<file path="src/rtl/serial_add_pkg.sv">
// Shared types and constants for the bit-serial adder controller.
// Holds the FSM state encoding and the legal operand-width range.
package serial_add_pkg;

  localparam int WIDTH_MIN = 1;
  localparam int WIDTH_MAX = 32;

  typedef enum logic [1:0] {
    IDLE  = 2'd0,
    SHIFT = 2'd1,
    DONE  = 2'd2
  } state_t;

endpackage : serial_add_pkg

</file>
<file path="src/rtl/full_add_cell.sv">
// One-bit combinational full adder.
// Reused every cycle by the serial adder.
module full_add_cell (
  input  logic a,
  input  logic b,
  input  logic ci,
  output logic sum,
  output logic co
);

  assign sum = a ^ b ^ ci;
  assign co  = (a & b) | (ci & (a ^ b));

endmodule : full_add_cell

</file>
<file path="src/rtl/serial_add_ctrl.sv">
// Bit-serial adder with valid/ready handshakes on both sides.
// Adds LSB first through one full_add_cell and a registered carry, taking WIDTH cycles.
module serial_add_ctrl
  import serial_add_pkg::*;
#(
  parameter int WIDTH = 8
) (
  input  logic             clk,
  input  logic             rst_n,
  input  logic             start_valid,
  output logic             start_ready,
  input  logic [WIDTH-1:0] a,
  input  logic [WIDTH-1:0] b,
  input  logic             cin,
  output logic             result_valid,
  input  logic             result_ready,
  output logic [WIDTH-1:0] sum,
  output logic             cout,
  output logic             ovf,
  output logic             busy
);

  localparam int CNT_W = $clog2(WIDTH + 1);

  if (WIDTH < WIDTH_MIN || WIDTH > WIDTH_MAX) begin : g_bad_width
    $error("serial_add_ctrl: WIDTH out of range");
  end

  state_t             state;
  logic [WIDTH-1:0]   a_sh;
  logic [WIDTH-1:0]   b_sh;
  logic [WIDTH-1:0]   sum_sh;
  logic               carry;
  logic [CNT_W-1:0]   bit_cnt;
  logic               fa_sum;
  logic               fa_co;

  full_add_cell u_fa (
    .a   (a_sh[0]),
    .b   (b_sh[0]),
    .ci  (carry),
    .sum (fa_sum),
    .co  (fa_co)
  );

  assign sum = sum_sh;

  // NOTE: all state updates use <= so every register samples pre-edge values,
  // which keeps the shift/carry pipeline order-independent in simulation.
  always_ff @(posedge clk) begin
    if (!rst_n) begin
      // NOTE: the datapath registers are reset too, since sum/cout/ovf are
      // directly visible and must read zero after reset.
      state        <= IDLE;
      start_ready  <= 1'b1;
      result_valid <= 1'b0;
      busy         <= 1'b0;
      a_sh         <= '0;
      b_sh         <= '0;
      sum_sh       <= '0;
      carry        <= 1'b0;
      cout         <= 1'b0;
      ovf          <= 1'b0;
      bit_cnt      <= '0;
    end else begin
      case (state)
        IDLE: begin
          if (start_valid && start_ready) begin
            a_sh        <= a;
            b_sh        <= b;
            carry       <= cin;
            bit_cnt     <= '0;
            state       <= SHIFT;
            start_ready <= 1'b0;
            busy        <= 1'b1;
          end
        end

        SHIFT: begin
          a_sh    <= a_sh >> 1;
          b_sh    <= b_sh >> 1;
          // Sum bits enter at the MSB so the LSB-first result lands aligned.
          sum_sh  <= (sum_sh >> 1) | (WIDTH'(fa_sum) << (WIDTH - 1));
          carry   <= fa_co;
          bit_cnt <= bit_cnt + CNT_W'(1);
          if (bit_cnt == CNT_W'(WIDTH - 1)) begin
            state        <= DONE;
            cout         <= fa_co;
            ovf          <= carry ^ fa_co;
            result_valid <= 1'b1;
          end
        end

        DONE: begin
          if (result_ready) begin
            state        <= IDLE;
            result_valid <= 1'b0;
            busy         <= 1'b0;
            start_ready  <= 1'b1;
          end
        end

        default: begin
          state        <= IDLE;
          result_valid <= 1'b0;
          busy         <= 1'b0;
          start_ready  <= 1'b1;
        end
      endcase
    end
  end

endmodule : serial_add_ctrl

</file>
<file path="config.mk">
export PLATFORM = sky130hd
export DESIGN_NAME = serial_add_ctrl
export DESIGN_NICKNAME = d
export VERILOG_FILES = /design/src/rtl/serial_add_pkg.sv /design/src/rtl/full_add_cell.sv /design/src/rtl/serial_add_ctrl.sv
export SDC_FILE = /design/constraint.sdc
export NUM_CORES = 1
export LEC_CHECK = 0
export CELL_PAD_IN_SITES_DETAIL_PLACEMENT = 1
export CELL_PAD_IN_SITES_GLOBAL_PLACEMENT = 1
export CORE_MARGIN = 2
export CORE_UTILIZATION = 37
export CTS_CLUSTER_SIZE = 10
export DETAILED_ROUTE_END_ITERATION = 7
export PLACE_DENSITY = 0.75
export RECOVER_POWER = 50
export SETUP_SLACK_MARGIN = 0.3
export SLEW_MARGIN = 20
export SYNTH_ARGS = -nofsm -noshare
export SYNTH_HDL_FRONTEND = slang
export SYNTH_SLANG_ARGS = --single-unit
export TNS_END_PERCENT = 100
</file>
<file path="constraint.sdc">
create_clock -name clk -period 1.6 [get_ports clk]
set_clock_uncertainty 0.15 [all_clocks]
set_input_delay 0.24 -clock clk [delete_from_list [all_inputs] [get_ports clk]]
set_output_delay 0.24 -clock clk [all_outputs]
set_load 0.01 [all_outputs]
</file>
==> summary.md <==
| Metric | Value |
|---|---|
| Post-synth cell types | `34` |
| Commonest non-fill, non-tap cells in the layout | `49 x nand2_1, 28 x dfxtp_1, 18 x clkdlybuf4s50_1` |
| RSZ-0062 raised after global routing | `yes` |
| Hold Vio Cnt, Final | `0` |
| Die H | `70.7 um` |
| Sequential element share of the synthesized area | `43.8%` |
| Wire length after detailed routing | `5520 um` |
| Post-Place Worst Slack | `-0.131 ns` |
| Worst slew pin tran | `0.400 ns` |
| Pre-Repair DR Iteration Count | `4` |
| Routed met2 length | `2880 um` |
| Relative slew slack | `73.3%` |
| Routability cong. | `0.744` |
| Commonest non-fill, non-tap cell in the layout | `nand2_1` |
| Top routing layer in use | `met4` |
| Die width | `70.7 um` |
| Design area | `0.00248 mm^2` |
| Placeable Area | `0.00432 mm^2` |
| Synth warn | `0` |
| PD cells | `901 mW/mm^2` |
| Clock buffer depth | `2` |
| ANT cells | `0` |
| FF-to-FF Start | `bit_cnt[0]` |
| CP arrival | `1.54 ns` |
| Worst setup SP type | `flop` |
| Share of cells above drive strength 1 | `31.8%` |
| IO Port Bufs | `33` |
| Antenna Nets Post-Route | `0` |
| # DRC | `0` |
| CTS Sinks | `36` |
| Final WS setup | `0.142 ns` |
| Grt ovf | `0` |
| Post-layout min period | `1.46 ns` |
| Leak Pwr | `0.943 nW` |
| Post-Place Cell Area | `0.00203 mm^2` |
| CTS root buffer | `clkbuf_8` |
| Worst vdd ir | `0.000495 V` |
| Hold Path Stages | `3` |
| Max-Cap Viols | `0` |
| Final setup fails | `0` |
| Final nets | `261` |
| FFs w/ async S/R, synth | `0%` |
| Largest net degree at the start of global routing | `44` |
| TritonCTS clock tree | `done` |
| EDFF count, synth | `0` |
| Mean Syn Cell Area | `8.61 um^2` |
| Non-Filler Instances | `291` |
| Total GRT Usage | `18.7%` |
| DRT iter0 DRCs | `87` |
| Synthesized flop and latch total | `36` |
| Hpwl dp | `2660 um` |
| Synth Flop Type | `dfxtp_1` |
| HP Class | `in2reg` |
| Crit end category | `flop` |
| Max FO, Critical Path | `5` |
| IO Count | `34` |
| Vias in the first global route | `1,510` |
| CTS Buf Count | `5` |
| Routed len/inst | `19.0 um` |
| Hold_buf cts | `0` |
| Via Count | `1,606` |
| Reg2Reg Capture Point | `ovf` |
| Slew Limit Fails | `0` |
| Post-Syn Area | `0.00164 mm^2` |
| # rows | `24` |
| Worst hold path startpoint | `rst_n` |
| Initial antenna violation count | `0` |
| Vias/cell | `5.52` |
| Syn Inst Count | `191` |
| Initial core utilization | `38.0%` |
| Setup slack, reg-to-reg | `0.14 ns` |
| Die area | `0.00499 mm^2` |
| Worst skew pair latency | `0.30 ns` |
| FMAX | `0.686 GHz` |
| CP Class | `reg2reg` |
| Htree depth | `2` |
| Post-Route M1 WL | `2250 um` |
| Net Count, Synth | `214` |
| Inst Count DP | `265` |
| Required time worst endpoint | `1.68 ns` |
| Reg2reg path depth | `4` |
| Global-route wire length before repair | `7350 um` |
| Status | `completed` |
| Final Cycle Share | `91.2%` |
| Hold Path End | `bit_cnt[2]` |
| Clock transition at the registers of the reported paths | `0.08 ns` |
| P&R area growth vs syn | `50.6%` |
| Met3 wire len | `257 um` |
## critical path, cell delays in order, from the launching register on
cell and delay (ns):
dfxtp_1 0.41, ha_4 0.16, nand4b_1 0.22, or2_4 0.33
o21ai_2 0.12
## state kept, by name (all words and copies together) (netlist names)
signal        cells
a_sh              8
b_sh              8
bit_cnt           4
busy              1
carry             1
cout              1
ovf               1
result_valid      1
start_ready       1
state             2
sum               8
## routing by layer
metal | GRT usage, % | vias up
met5 | 0 | -
met4 | 5.66 | 0
met3 | 4.42 | 14
met2 | 33.5 | 42
met1 | 22.2 | 785
li1 | - | 765
## Yosys cell counts (all sizes together), types with 2 or more instances
| library cell | count | share of area, % |
|---|---|---|
| nand2b | 3 | 1.6 |
| o211ai | 3 | 1.4 |
| nor2b | 2 | 1.2 |
| clkbuf | 2 | 0.46 |
| nor2 | 3 | 0.68 |
| nand3 | 4 | 1.2 |
| buf | 15 | 5.5 |
| a21oi | 3 | 0.91 |
| o21ai | 7 | 2.1 |
| nand2 | 57 | 13 |
| a31oi | 16 | 6.1 |
| o31ai | 15 | 9.9 |
| a21boi | 9 | 4.1 |
| dfxtp | 36 | 44 |
| o22ai | 3 | 1.1 |
## what timing repair did
action,CTS,global route
cloned,2,4
setup buffers,8,4
resized for setup,40,57
pin swaps,4,27
endpoints found under the setup margin,48,46
## power breakdown
group / leakage [nW] / switching, W / internal (W)
logic: 0.598 / 0.000256 / 0.000266
clock network: 0.0455 / 0.000332 / 0.000351
registers: 0.299 / 0.0000661 / 0.000959
total: 0.943 / 0.000655 / 0.00158
## how the worst max path moves through the flow
stage	from	endpoint	slack, ns	depth (start not counted)
final	bit_cnt[0]	ovf	0.14	4
after global routing	start_ready	b_sh[4]	0.07	4
after CTS	state[0]	b_sh[2]	0.22	5
after detailed placement	start_valid	carry	-0.13	5
after global placement	start_valid	a_sh[7]	-0.1	4
after floorplan	start_ready	a_sh[6]	0.30	5
## cell families (layout without fill, tap and decap cells)
logic type / Yosys count / after routing / share of synthesized area, %
XOR/XNOR: 1 / 1 / 0.533
buffers and inverters: 18 / 66 / 6.16
multiplexers: 1 / 1 / 0.609
AO/OA/AOI/OAI: 56 / 56 / 25.6
AND/OR/NAND/NOR: 77 / 77 / 21.2
adder cells (fa/ha/maj): 2 / 2 / 1.98
flip-flops: 36 / 36 / 43.8
## stage by stage
stage / setup TNS, ns / hold slack, ns / total power [W] / util, %
finish: 0 / 0.295 / 0.00223 / 57.3
global placement: -1.24 / 0.292 / 0.00137 / 47.0
detailed placement: -1.82 / 0.317 / 0.00138 / 47.0
CTS: 0 / 0.257 / 0.00211 / 52.7
floorplan: 0 / 0.240 / 0.00124 / -
global route: 0 / 0.306 / 0.00231 / 57.3
## cell type report
cell class	instances	area (um^2)
fill	498	1850
multi-input combinational	137	987
sequential	36	736
timing repair buffer	57	594
clock buffer	8	90.1
tap	52	65.1
inverter	1	3.75
Power figures use the tool's default switching activity.
